**src/rtl/hex_keypad_scanner.sv**
```systemverilog
// hex_keypad_scanner
// Scans a 4x4 hex keypad by driving one column low at a time and sensing the
// rows. Each full scan of all four columns is classified as no key, exactly one
// key, or several keys. A per-scan debounce FSM turns stable single-key scans
// into one key code per press. The code is offered to the consumer on a
// level-held valid / acknowledge handshake.
module hex_keypad_scanner #(
    parameter int unsigned SCAN_DIV       = 131072,  // clocks per column dwell, >= 4
    parameter int unsigned DEBOUNCE_SCANS = 4        // stable scans to accept/release, 1..15
) (
    input  logic       Clk,
    input  logic       Reset_n,
    input  logic [3:0] ROW_IN,
    output logic [3:0] COL_SEL,
    output logic [3:0] KEY_CODE,
    output logic       KEY_VALID,
    input  logic       KEY_ACK,
    output logic       KEY_HELD,
    output logic       OVERRUN
);

    localparam logic [16:0] DWELL_LAST = 17'(SCAN_DIV - 1);
    localparam logic [3:0]  DB_TARGET  = 4'(DEBOUNCE_SCANS);

    typedef enum logic [1:0] {
        ST_IDLE,
        ST_CAND,
        ST_PRESSED,
        ST_RELEASE
    } state_t;

    typedef enum logic [1:0] {
        CLS_NONE,
        CLS_SINGLE,
        CLS_MULTI
    } cls_t;

    typedef struct packed {
        cls_t       cls;
        logic [3:0] code;
    } scan_result_t;

    // Classify a full scan image: no bits, exactly one bit (with its index), or more.
    function automatic scan_result_t classify(input logic [15:0] img);
        scan_result_t res;
        logic [4:0]   ones;
        ones     = 5'd0;
        res.code = 4'h0;
        res.cls  = CLS_NONE;
        for (int i = 0; i < 16; i++) begin
            if (img[i]) begin
                ones     = ones + 5'd1;
                res.code = 4'(i);
            end
        end
        if (ones == 5'd0) begin
            res.cls = CLS_NONE;
        end else if (ones == 5'd1) begin
            res.cls = CLS_SINGLE;
        end else begin
            res.cls = CLS_MULTI;
        end
        return res;
    endfunction

    // Row synchroniser; idle rows read high because of the board pull-ups.
    logic [3:0]   row_meta_q;
    logic [3:0]   row_sync_q;
    logic [3:0]   row_s;

    // Scan timing and image.
    logic [16:0]  dwell_q;
    logic [16:0]  dwell_d;
    logic [1:0]   col_q;
    logic [1:0]   col_d;
    logic [3:0]   col_sel_q;
    logic [15:0]  img_q;
    logic [15:0]  img_d;
    logic         dwell_wrap;
    logic         scan_end;
    scan_result_t scan_res;

    // Debounce FSM.
    state_t       state_q;
    state_t       state_d;
    logic [3:0]   cnt_q;
    logic [3:0]   cnt_d;
    logic [3:0]   cnt_inc;
    logic [3:0]   cand_q;
    logic [3:0]   cand_d;
    logic         accept;
    logic [3:0]   accept_code;

    // Handshake outputs.
    logic [3:0]   key_code_q;
    logic         key_valid_q;
    logic         key_held_q;
    logic         overrun_q;

    assign row_s      = ~row_sync_q;
    assign dwell_wrap = (dwell_q == DWELL_LAST);
    assign scan_end   = dwell_wrap && (col_q == 2'd3);
    assign cnt_inc    = (cnt_q == 4'hF) ? cnt_q : cnt_q + 4'd1;

    // Two-flop synchroniser for the asynchronous row inputs.
    always_ff @(posedge Clk or negedge Reset_n) begin
        if (!Reset_n) begin
            row_meta_q <= 4'hF;
            row_sync_q <= 4'hF;
        end else begin
            row_meta_q <= ROW_IN;
            row_sync_q <= row_meta_q;
        end
    end

    // Next dwell/column and the scan image with the current column's rows merged in.
    always_comb begin
        dwell_d = dwell_wrap ? 17'd0 : dwell_q + 17'd1;
        col_d   = dwell_wrap ? col_q + 2'd1 : col_q;
        img_d   = img_q;
        if (dwell_wrap) begin
            for (int r = 0; r < 4; r++) begin
                img_d[4 * r + int'(col_q)] = row_s[r];
            end
        end
    end

    // The last column's sample lands on the same edge as classification, so
    // classify the merged image rather than the stored one.
    assign scan_res = classify(img_d);

    // Dwell counter, column strobe and scan image registers.
    always_ff @(posedge Clk or negedge Reset_n) begin
        if (!Reset_n) begin
            dwell_q   <= 17'd0;
            col_q     <= 2'd0;
            col_sel_q <= 4'b1110;
            img_q     <= 16'h0000;
        end else begin
            dwell_q   <= dwell_d;
            col_q     <= col_d;
            col_sel_q <= ~(4'b0001 << col_d);
            img_q     <= img_d;
        end
    end

    // Debounce FSM next-state decision, evaluated only at the end of a full scan.
    always_comb begin
        state_d     = state_q;
        cnt_d       = cnt_q;
        cand_d      = cand_q;
        accept      = 1'b0;
        accept_code = cand_q;
        if (scan_end) begin
            case (state_q)
                ST_IDLE: begin
                    if (scan_res.cls == CLS_SINGLE) begin
                        cand_d = scan_res.code;
                        if (DB_TARGET == 4'd1) begin
                            state_d     = ST_PRESSED;
                            cnt_d       = 4'd0;
                            accept      = 1'b1;
                            accept_code = scan_res.code;
                        end else begin
                            state_d = ST_CAND;
                            cnt_d   = 4'd1;
                        end
                    end else if (scan_res.cls == CLS_MULTI) begin
                        state_d = ST_RELEASE;
                        cnt_d   = 4'd0;
                    end
                end
                ST_CAND: begin
                    if (scan_res.cls == CLS_SINGLE && scan_res.code == cand_q) begin
                        if (cnt_inc == DB_TARGET) begin
                            state_d = ST_PRESSED;
                            cnt_d   = 4'd0;
                            accept  = 1'b1;
                        end else begin
                            cnt_d = cnt_inc;
                        end
                    end else if (scan_res.cls == CLS_MULTI) begin
                        state_d = ST_RELEASE;
                        cnt_d   = 4'd0;
                    end else begin
                        state_d = ST_IDLE;
                        cnt_d   = 4'd0;
                    end
                end
                ST_PRESSED, ST_RELEASE: begin
                    // Any key activity restarts the release count; rollover is ignored.
                    if (scan_res.cls == CLS_NONE) begin
                        if (cnt_inc == DB_TARGET) begin
                            state_d = ST_IDLE;
                            cnt_d   = 4'd0;
                        end else begin
                            cnt_d = cnt_inc;
                        end
                    end else begin
                        cnt_d = 4'd0;
                    end
                end
                default: begin
                    state_d = ST_IDLE;
                    cnt_d   = 4'd0;
                end
            endcase
        end
    end

    // FSM state and registered handshake outputs; an accept overrides a same-edge ack.
    always_ff @(posedge Clk or negedge Reset_n) begin
        if (!Reset_n) begin
            state_q     <= ST_IDLE;
            cnt_q       <= 4'd0;
            cand_q      <= 4'h0;
            key_code_q  <= 4'h0;
            key_valid_q <= 1'b0;
            key_held_q  <= 1'b0;
            overrun_q   <= 1'b0;
        end else begin
            state_q    <= state_d;
            cnt_q      <= cnt_d;
            cand_q     <= cand_d;
            key_held_q <= (state_d == ST_PRESSED);
            if (accept) begin
                key_code_q  <= accept_code;
                key_valid_q <= 1'b1;
                // Pending unacknowledged code is lost; a same-edge ack consumed it.
                if (key_valid_q) begin
                    overrun_q <= !KEY_ACK;
                end
            end else if (KEY_ACK && key_valid_q) begin
                key_valid_q <= 1'b0;
                overrun_q   <= 1'b0;
            end
        end
    end

    assign COL_SEL   = col_sel_q;
    assign KEY_CODE  = key_code_q;
    assign KEY_VALID = key_valid_q;
    assign KEY_HELD  = key_held_q;
    assign OVERRUN   = overrun_q;

endmodule

```
**config.mk**
```make
export PLATFORM = sky130hd
export DESIGN_NAME = hex_keypad_scanner
export DESIGN_NICKNAME = d
export VERILOG_FILES = /design/src/rtl/hex_keypad_scanner.sv
export SDC_FILE = /design/constraint.sdc
export NUM_CORES = 1
export LEC_CHECK = 0
export CORE_ASPECT_RATIO = 0.75
export CORE_MARGIN = 2
export CORE_UTILIZATION = 39
export CTS_BUF_LIST = sky130_fd_sc_hd__clkbuf_16
export DETAILED_ROUTE_END_ITERATION = 16
export MAX_ROUTING_LAYER = met4
export SYNTH_ARGS = -nofsm -noshare
export SYNTH_HDL_FRONTEND = slang
export SYNTH_SLANG_ARGS = --single-unit
export TNS_END_PERCENT = 30
```
**constraint.sdc**
```tcl
create_clock -name Clk -period 27.3 [get_ports Clk]
set_input_delay 8.19 -clock Clk [delete_from_list [all_inputs] [get_ports Clk]]
set_output_delay 8.19 -clock Clk [all_outputs]
set_load 0.05 [all_outputs]
```
# Yosys cells after proc, flatten, opt, wreduce, memory -nomap -nowiden
# Index checks and enable logic that the tools add are counted.
# totals
reg_bits	64
latch_bits	0
ramBits	0
romBits	0
inputBits	7
memories	0
# op_classes
add_sub_neg	21
mul	0
div_mod_pow	0
order_cmp	8
n_eq_ne	14
shift	1
n_mux	72
bitwise_logic	2
n_reduce_logical	16
# ops
cell	n
two-way mux 4 bit	20
adder 5 x 1 -> 5 bit (second input constant)	15
two-way mux 5 bit	15
bitwise mux 16 bit	4
two-way mux 2 bit	11
adder 17 x 1 -> 17 bit (second input constant)	1
equality test 17 bit (second input constant)	1
two-way mux 17 bit	1
two-way mux 16 bit	1
two-way mux 1 bit	14
demux 1 bit (select 4 bit)	3
case mux 4 bit (3 select lines)	1
adder 4 x 2 -> 5 bit (first input constant)	2
equality test 2 bit (second input constant)	5
greater-or-equal comparator 5 x 1 -> 1 bit (second input constant)	2
< comparator 5 bit (second input constant)	2
NOT 4 bit	2
logical AND 1 bit	7
case mux 2 bit (3 select lines)	1
equality test 5 x 1 -> 1 bit (second input constant)	1
logical NOT 5 bit	1
< comparator 2 x 5 -> 1 bit (second input constant)	1
< comparator 4 x 5 -> 1 bit (second input constant)	1
adder 3 x 2 -> 4 bit (first input constant)	1
18 further kinds	21

# Logic depth before layout (Yosys ltp)
# depth
depth_word	50
ltp_mapped	65

# Worst setup path after synthesis
# OpenSTA, ideal clock, no wires.
# synth_path
kind	flip-flop to flip-flop
from	register dwell_q[3]
to	register key_code_q[0] (netlist: KEY_CODE[0])
setup_time_ns	0.125
t_arrival_ns	10.614
path_slack_ns	16.561
path_stages_with_launch	64
period_less_slack_ns	10.739
cell_sequence	dfrtp_1 -> nand3_1 -> nor2_1 -> and4_1 -> and4_1 -> ha_1 -> buf_6 -> buf_6 -> buf_2 -> nand2_1 -> o21a_1 -> ha_1 -> nor3_1 -> nor2_2 -> inv_1 -> ha_1 -> o21ai_1 -> o31ai_1 -> [... 28 more ...] -> nand2_1 -> nand2_1 -> ha_1 -> nor2_1 -> a31oi_1 -> ha_1 -> mux2i_1 -> inv_1 -> ha_1 -> nand2_1 -> a21o_1 -> o31ai_1 -> nor2_1 -> mux2_2 -> mux2i_4 -> or3_1 -> buf_6 -> mux2_4
# synth_between
elab_chain_len	41
elab_cells_between_ends	59
classes_between	add/sub (15); eq/ne (4); mux (37); reduce/logical (3)
# synth_rtl
item	line_no	source
start, declared	72	logic [16:0] dwell_q;
start signal, assigned	140	dwell_q <= dwell_d;
equality test 17 bit (*)	101	assign dwell_wrap = (dwell_q == DWELL_LAST);
two-way mux 16 bit	121	if (dwell_wrap) begin
two-way mux 1 bit	51	if (img[i]) begin
adder 5 x 1 -> 5 bit	52	ones = ones + 5'd1;
two-way mux 5 bit	51	
adder 5 x 1 -> 5 bit	52	
two-way mux 5 bit	51	
adder 5 x 1 -> 5 bit	52	
[... 25 more ...]	n/a	
equality test 5 x 1 -> 1 bit	58	end else if (ones == 5'd1) begin
two-way mux 2 bit	58	
two-way mux 2 bit	56	if (ones == 5'd0) begin
equality test 2 x 1 -> 1 bit	174	if (scan_res.cls == CLS_SINGLE && scan_res.code == cand_q) begin
logical AND 1 bit	174	
two-way mux 1 bit	174	
two-way mux 1 bit	155	case (state_q)
two-way mux 1 bit (*)	154	if (scan_end) begin
end signal, assigned	227	key_code_q <= accept_code;
end, declared	95	logic [3:0] key_code_q;
# Every way passes the cells marked *; elsewhere a longest branch is shown, timed or not.
# A chain may end at the register's enable or synchronous reset.

# Worst setup path in the final report
# layout_path
from	register dwell_q[3]
to	register cnt_q[3]
# layout_between
elab_chain_len	40
elab_cells_between_ends	64
classes_between	add/sub (15); eq/ne (6); mux (38); reduce/logical (5)
# layout_rtl
item	line_no	source
equality test 17 bit (*)	101	
two-way mux 16 bit	121	
two-way mux 1 bit	51	
adder 5 x 1 -> 5 bit	52	
two-way mux 5 bit	51	
adder 5 x 1 -> 5 bit	52	
two-way mux 5 bit	51	
adder 5 x 1 -> 5 bit	52	
[... 24 more ...]	n/a	
two-way mux 5 bit	51	
equality test 5 x 1 -> 1 bit	58	
two-way mux 2 bit	58	
two-way mux 2 bit	56	
equality test 2 x 1 -> 1 bit	157, 174	
logical AND 1 bit	174	
two-way mux 4 bit	174	
case mux 4 bit (3 select lines)	155	
end signal, assigned	223	cnt_q <= cnt_d;
end, declared	86	logic [3:0] cnt_q;
# Marked as above.

==> results.yml <==
run_status:
  status: "complete, no violations"
clock_network:
  clockBufferDepth: 2
  cts_tree: "done"
  cts_buffers: 9
  hold_buffers: 0
  clockRootBuffer: "clkbuf_16"
  htreeDepth: 3
  cts_sinks: 64
  ctsResizeCount: 0
  clk_latency_ps: 320
  path_clk_slew_ps: 60
  post-cts-setup-buffers: 0
synth:
  synthTopCellsByArea: "dfrtp_1, dfstp_2, ha_1, xnor2_1, nand2_1"
  synthesis.nets: 557
  synthArstFlopShare: 1.00
  synth_top_area_frac: 0.265
  synth_area_leader_cell: "dfrtp_1"
  ys_top_cells_by_count: "nand2_1, dfrtp_1, nor2_1, xnor2_1, ha_1"
  synth-edff-count: 0
  synthSimpleGateAreaFrac: 0.200
  synthesis.instances: 528
  ys.flop_type: "dfrtp_1"
  seq_area_frac_synth: 0.323
  synth_compound_area_frac: 0.181
  synth.area.mux_share: 0.0470
  yosysUniqueCellTypes: 91
  synth_top_family_by_area: "simple AND/OR/NAND/NOR gates"
  synth_xor_area_frac: 0.153
  synth_fa_ha_area_frac: 0.0551
  netlist_area_mm2: 0.00500
  yosysMostFrequentCell: "nand2_1"
  ys_ff_latch: 64
  avgSynthCellArea_um2: 9.47
  yosysWarnings: 0
cells_and_area:
  nets: 571
  final_util: 0.453
  area_delta_synth_final_pct: 12.3
  drive_gt1_frac: 0.150
  antenna_cells: 0
drt:
  first_pass_iters: 4
  drc: 0
  wl_mm: 10.9
  vias_per_cell: 5.37
  drtIter0Drc: 229
  num_vias: 3832
  postRouteAntennaNets: 0
  wl_per_cell_um: 15.3
setup_path:
  slowest_delay_ps: 610
  critPathArrivalTime_ps: 12280
  cpMaxStageDelayCell: "o31ai_1"
  start_kind: "register"
  cpMostUsedCell: "ha_1"
  path_class: "reg2reg"
  endpoint_kind: "register"
  critical_path_required_ps: 27490
  path_max_fanout: 47
sta:
  slew_viol_final: 0
  timing.fmax_mhz: 82.7
  hold_violations: 0
  post-route-min-period_ps: 12090
  min_period_over_period: 0.443
  setup_viol: 0
  max_slew.worst_pin.slew_ps: 798
  skew_ps: 8.89
  setup_tns_ps: 0
  rsz0062_at_grt: "false"
  slew-limit-headroom: 0.468
global_routing:
  grt_pass1_vias: 3606
  antenna_found_initial: 0
  grt_remaining_overflow: 0
  grt_max_degree: 65
  grt_first_pass_wirelength_mm: 18.4
  track_usage: 0.174
power:
  cellLeakagePower_uw: 0.00252
  p_per_area_mw_per_mm2: 39.2
  vdd_drop_max_uv: 42.1
  power_uw: 220
floorplanning:
  core_mm2: 0.0124
  fp-row-count: 35
  die_x_um: 135
  die_y_um: 102
  die_area_mm2: 0.0138
  start_util: 0.403
  ios: 18
placed_design:
  routabilityCongestion: 0.885
  post-dp-hpwl_mm: 8.19
  io_buffers: 17
hold_path:
  hp-class: "reg2reg"
job:
  cap_violations: 0
metrics by stage:
stage               instance area (um2)  hold WS (ps)  std cells  worst slack (ps)
floorplan                          5000           345        528             16560
global placement                   5300           346        697             15660
detailed placement                 5300           348        697             15350
CTS                                5620           356        713             15300
global route                       5620           359        713             14220
finish                             5620           355        713             15210
kinds of logic after synthesis:
| family | after synthesis |
|---|---|
| buf+inv | 45 |
| simple gates | 194 |
| fa+ha+maj | 22 |
| mux | 19 |
| flops | 64 |
| compound gates | 122 |
| xor+xnor | 62 |
layout by cell type (no fill, tap or decap), types with 6 or more instances in the layout:
cell / instances
ha_1: 22
clkbuf_16: 9
a21oi_1: 21
nor2_1: 53
xnor3_1: 7
dfstp_2: 11
and2_1: 9
clkdlybuf4s50_1: 16
o21ai_0: 20
dfrtp_1: 53
mux2_2: 6
nand2_1: 54
nand3b_1: 10
a31oi_1: 7
xor2_1: 15
nor3_1: 6
mux2i_1: 7
inv_1: 21
nand3_1: 19
nand4_1: 10
xnor2_1: 29
o21a_1: 7
critical path: cells and delay by family (launching register included):
family	cells	cell delay, ps
adders and majority gates	15	4130
and+or+nand+nor	23	3100
AOI/OAI and AO/OA	15	2900
muxes	4	810
buffers and inverters	3	620
DFF	1	390
worst paths after layout:
path                                 end  slack [ps]          start  cells past startpoint
min in group asynchronous     dwell_q[5]        8010        Reset_n                      2
min                        row_sync_q[0]         350  row_meta_q[0]                      0
max                             cnt_q[3]       15210     dwell_q[3]                     60
max in group asynchronous       img_q[8]       18730        Reset_n                      2
min reg2reg                row_sync_q[0]         350  row_meta_q[0]                      0
max reg2reg                     cnt_q[3]       15210     dwell_q[3]                     60
power breakdown:
part / switching, uW / internal [uW] / leakage (uW)
Clock: 40.4 / 79.9 / 0.000159
Sequential: 0.725 / 96.1 / 0.000842
Combinational: 1.89 / 0.961 / 0.00152
Total: 43.0 / 177 / 0.00252
flip-flops by register name, indices dropped and copies added, names as in the netlist, 4 cells and up:
signal,cells
dwell_q,17
cnt_q,4
row_sync_q,4
img_q,16
row_meta_q,4
accept_code,4
KEY_CODE,4
COL_SEL,4
area by class of cell:
class                   count  area, um2
clock inverters             7       96.3
fillers                  1192       6780
inverters                  29        111
well taps                 166        208
flip-flops and latches     64       1620
repair buffers             19        180
multi-input cells         419       3180
clock buffers               9        225
metal layers:
metal | track usage | vias up | wire (um)
met4 | 0.0462 | 0 | 55
li1 | - | 1919 | -
met3 | 0.0208 | 2 | 284
met5 | - | - | 0
met1 | 0.269 | 1850 | 6050
met2 | 0.236 | 61 | 4490
Note: power is estimated with default switching activity, not from simulation.
